### config.mk
export PLATFORM = sky130hd
export DESIGN_NAME = mu2cgra_lane_rx
export DESIGN_NICKNAME = d
export VERILOG_FILES = /design/src/rtl/mu2cgra_lane_rx.sv
export SDC_FILE = /design/constraint.sdc
export NUM_CORES = 1
export LEC_CHECK = 0
export ABC_AREA = 0
export CAP_MARGIN = 10
export CELL_PAD_IN_SITES_DETAIL_PLACEMENT = 0
export CELL_PAD_IN_SITES_GLOBAL_PLACEMENT = 1
export CORE_AREA = 5 5 428 430
export CTS_CLUSTER_DIAMETER = 200
export CTS_CLUSTER_SIZE = 14
export DETAILED_ROUTE_END_ITERATION = 7
export DIE_AREA = 0 0 433 435
export GPL_TIMING_DRIVEN = 0
export HOLD_SLACK_MARGIN = 0.05
export PLACE_DENSITY_LB_ADDON = 0.1
export SLEW_MARGIN = 20
export SYNTH_ARGS = -nofsm -noshare
export SYNTH_HDL_FRONTEND = slang
export SYNTH_SLANG_ARGS = --single-unit
### constraint.sdc
create_clock -name clk -period 4.46 [get_ports clk]
set_clock_uncertainty 0.2 [all_clocks]
set_input_delay 0.446 -clock clk [delete_from_list [all_inputs] [get_ports clk]]
set_output_delay 0.446 -clock clk [all_outputs]
set_load 0.1 [all_outputs]
### src/rtl/mu2cgra_lane_rx.sv
// rtl/mu2cgra_lane_rx.sv - wide beat FIFO fanned out to independent per-lane valid/ready streams
// Optional MU2CGRA_RX_STATS_EN adds beats_rcvd / stall_cycles counters.
module mu2cgra_lane_rx #(
  parameter int LANES = 32,
  parameter int WIDTH = 16,
  parameter int DEPTH = 2
) (
  input  logic                         clk,
  input  logic                         rstn,
  input  logic                         mu2cgra_valid,
  output logic                         cgra2mu_ready,
  input  logic [LANES*WIDTH-1:0]       mu2cgra_dat,
  output logic [LANES-1:0]             lane_valid,
  input  logic [LANES-1:0]             lane_ready,
  output logic [LANES*WIDTH-1:0]       lane_dat,
  output logic [$clog2(DEPTH+1)-1:0]   occupancy
`ifdef MU2CGRA_RX_STATS_EN
  ,
  output logic [31:0]                  beats_rcvd,
  output logic [31:0]                  stall_cycles
`endif
);

  localparam int PW = $clog2(DEPTH);
  localparam int CW = $clog2(DEPTH+1);

  logic [LANES*WIDTH-1:0] mem [DEPTH];
  logic [PW-1:0]          wr_ptr;
  logic [PW-1:0]          rd_ptr;
  logic [CW-1:0]          count;
  logic [CW-1:0]          count_next;
  logic [LANES-1:0]       done;
  logic [LANES-1:0]       fire;
  logic                   push;
  logic                   retire;
  logic                   nonempty;

  // A lane that fires in the retire cycle completes the beat, so retire looks at done|fire.
  always_comb begin
    nonempty   = (count != '0);
    lane_valid = nonempty ? ~done : '0;
    fire       = lane_valid & lane_ready;
    push       = mu2cgra_valid && cgra2mu_ready;
    retire     = nonempty && (&(done | fire));
    count_next = count;
    if (push && !retire) begin
      count_next = count + CW'(1);
    end else if (!push && retire) begin
      count_next = count - CW'(1);
    end
  end

  assign lane_dat  = mem[rd_ptr];
  assign occupancy = count;

  always_ff @(posedge clk or negedge rstn) begin
    if (!rstn) begin
      for (int i = 0; i < DEPTH; i++) begin
        mem[i] <= '0;
      end
      wr_ptr        <= '0;
      rd_ptr        <= '0;
      count         <= '0;
      done          <= '0;
      cgra2mu_ready <= 1'b0;
    end else begin
      if (push) begin
        mem[wr_ptr] <= mu2cgra_dat;
        wr_ptr      <= wr_ptr + PW'(1);
      end
      if (retire) begin
        rd_ptr <= rd_ptr + PW'(1);
        done   <= '0;
      end else begin
        done <= done | fire;
      end
      count         <= count_next;
      cgra2mu_ready <= (count_next != CW'(DEPTH));
    end
  end

`ifdef MU2CGRA_RX_STATS_EN
  always_ff @(posedge clk or negedge rstn) begin
    if (!rstn) begin
      beats_rcvd   <= '0;
      stall_cycles <= '0;
    end else begin
      if (push && (beats_rcvd != 32'hFFFF_FFFF)) begin
        beats_rcvd <= beats_rcvd + 32'd1;
      end
      if (mu2cgra_valid && !cgra2mu_ready && (stall_cycles != 32'hFFFF_FFFF)) begin
        stall_cycles <= stall_cycles + 32'd1;
      end
    end
  end
`endif

endmodule

==> summary.txt <==
Yosys
  – Xor and xnor area share after synthesis: 0.05729%
  – Post-synthesis adder-cell area fraction: 0.02728%
  – Synthesized instance count: ~3000
  – Syn Nets: about 3500
  – Synth area leader: dfrtp_1
  – Mapped Area: 45870 um2
  – Compound-Gate Fraction of Synth Area: 0.4037%
  – Async SR Flop Fraction: 100.0%
  – Synth top cells by count: 1536 x mux2_2, 1061 x dfrtp_1, 105 x buf_2, 93 x nor2_1, 45 x buf_6
  – Largest family of logic cells by synthesized area: multiplexers
  – Top post-synthesis cells by area: dfrtp_1 58%, mux2_2 38%, buf_2 1.1%
  – EDFF count, synth: 0
  – Post-synthesis simple-gate area fraction: ~1.2%
  – Seq/Total Area, Yosys: between 50% and 60%
  – Mux contribution to synthesized area: 37.84%
  – Synth warn: 0
  – Top cell type's share of synthesized area: a little under 60%
  – Syn Area/Cell: 15.53 um2
  – Distinct cells, synth: 23
  – Post-synth top flop: dfrtp_1
  – Most frequent cell after synthesis: mux2_2
  – Yosys reg bits: roughly 1100

Flow run
  – Max-cap violations: 0

CTS
  – Inserted Clock Buffers: 85
  – CTS tree: yes
  – Maximum clock path buffer count: 3
  – Clock sinks: 1061
  – Worst-path clk slew: ~0.07 ns
  – H-tree Lvls: 3
  – Clock Tree Root: clkbuf_16
  – Worst-Skew Late Latency: 0.68 ns

Final layout
  – Sequential cell area: 26550 um2
  – Fin nets: 4693
  – Area growth syn-to-layout: 34.89%
  – Core Util, Final: 34.49%
  – Area occupied by multi-input gates: 18130 um2
  – # fillers: 17810
  – Share of layout cells above drive strength 1: a little over two fifths

Setup path
  – Critical path's slowest cell: clkdlybuf4s50_1
  – Reg2Reg Depth: 4
  – Worst reg-to-reg setup slack: 1.44 ns
  – CP startpoint kind: register
  – Slowest stage delay, CP: 1.16 ns
  – Req. time, crit path: ~3.8 ns
  – CP cell instances: clkbuf_2, clkbuf_2, buf_2, mux2_2, clkdlybuf4s50_1
  – Most frequent CP cell: clkbuf_2
  – Critical path data arrival time: 3.63 ns
  – Worst path bufs/invs: 4
  – CP top delay family: buffers and inverters
  – Critical Path Fanout Max: 10
  – WS Path Type: reg2out
  – CP Capture Type: output port
  – Crit path depth: 5

Floorplan
  – Ports: 1094
  – Core Rows: 156
  – Chip height: 435 um
  – Die Wd: roughly 430 um
  – Initial Util: 25.57%
  – CORE AREA: approximately 180000 um2
  – DIE AREA: between 150000 and 200000 um2

Timing
  – Crit share post-route: a little over nine tenths
  – Setup ws final: ~0.18 ns
  – Rel. slew slack: a little over a fifth
  – Fin. Hold Viols: 0
  – Final setup violation count: 0
  – Fin crit period: around 4.3 ns
  – Max frequency: 233.9 MHz
  – Fin. max-slew vios: 0
  – Worst slew pin tran: approximately 1.2 ns

GRT
  – Initial antenna violation count: 93
  – Largest net degree at the start of global routing: 129
  – First-pass GRT wire length: 238400 um
  – GRT Total Usage: 17.36%
  – Overflow after GRT: 0
  – Vias in the first global route: 31430

Route
  – Drt total wl: 167800 um
  – DRT iter0 DRCs: between 1000 and 1500
  – DRC Markers: 0
  – Vias per Instance: 4.399
  – DR pass1 iterations: 5
  – Routed Antenna Nets: 0
  – Via count: 28810
  – Drt wl/cell: 25.62 um

Hold path
  – Worst min path class: in2reg
  – Worst hold stages: 2

Outcome
  – Status: finished, final reports clean

Placed design
  – Pre-CTS WS: 0.09948 ns
  – RePlAce Congestion: 0.7783
  – PortBufs: 1093
  – Dpl hpwl: ~130000 um
[cell type report]
cell class | count | area share (%)
buffer | 180 | 1.899
sequential | 1061 | 42.91
antenna | 30 | 0.1213
multi-input combinational | 1708 | 29.31
timing repair buffer | 1105 | 17.36
clock buffer | 86 | 3.478
tap | 2370 | 4.793
clock inverter | 5 | 0.1011
inverter | 4 | 0.02427
[state kept, by name, summed over array words and instances (netlist names)]
name           cells
occupancy          2
rd_ptr             1
wr_ptr             1
mem             1024
cgra2mu_ready      1
done              32
[placed cells by master, fill, tap and decap left out, drive strengths merged, types with 7 or more instances in the layout]
cell type / count
nand2: 8
dfrtp: 1061
mux2: 1536
nor2: 93
a21oi: 32
nor4: 11
diode: 30
buf: 183
clkdlybuf4s15: 7
clkbuf: 110
dlygate4sd2: 334
clkdlybuf4s50: 734
[per-layer routing]
metal	vias up	GRT usage (%)	wire [um]
li1	12930	-	-
met1	14810	19.23	63530
met2	774	31.48	87120
met3	268	5.704	12290
met4	34	5.168	4635
met5	-	0	221
[repair_timing]
item	in CTS	in global routing
gates resized for setup	358	0
hold endpoints to repair	239	0
setup buffers	0	0
hold buffers	3	0
endpoints found under the setup margin	454	0
[kinds of logic (layout without fill, tap and decap cells)]
family                   after synthesis  count (layout)
multiplexers                        1542            1542
adder cells (fa/ha/maj)                1               1
buffers and inverters                184            1380
AO/OA/AOI/OAI                         36              36
XOR/XNOR                               3               3
other                                  0              30
AND/OR/NAND/NOR                      126             126
flip-flops                          1061            1061
[final timing paths]
kind | start | endpoint
max | rd_ptr | lane_dat[141]
min | mu2cgra_dat[472] | mem[984]
max reg2reg | cgra2mu_ready | mem[234]
min reg2reg | mem[456] | mem[456]
max in group asynchronous | rstn | mem[988]
min in group asynchronous | rstn | mem[192]
[per-stage QoR]
| stage | hold slack (ns) | cell area (um2) | setup TNS (ns) | std cells |
|---|---|---|---|---|
| floorplan | -0.04959 | 45870 | 0 | 2953 |
| global placement | 0.2810 | 59770 | - | 6416 |
| detailed placement | 0.1615 | 59950 | 0 | 6425 |
| CTS | 0.09557 | 61790 | -0.01631 | 6519 |
| global route | 0.1375 | 61820 | -0.0001976 | 6531 |
| finish | 0.2001 | 61870 | 0 | 6549 |
Power is left out: the tool's default activity adds up to more than one toggle a clock period on the data nets, which glitch-free logic cannot reach.
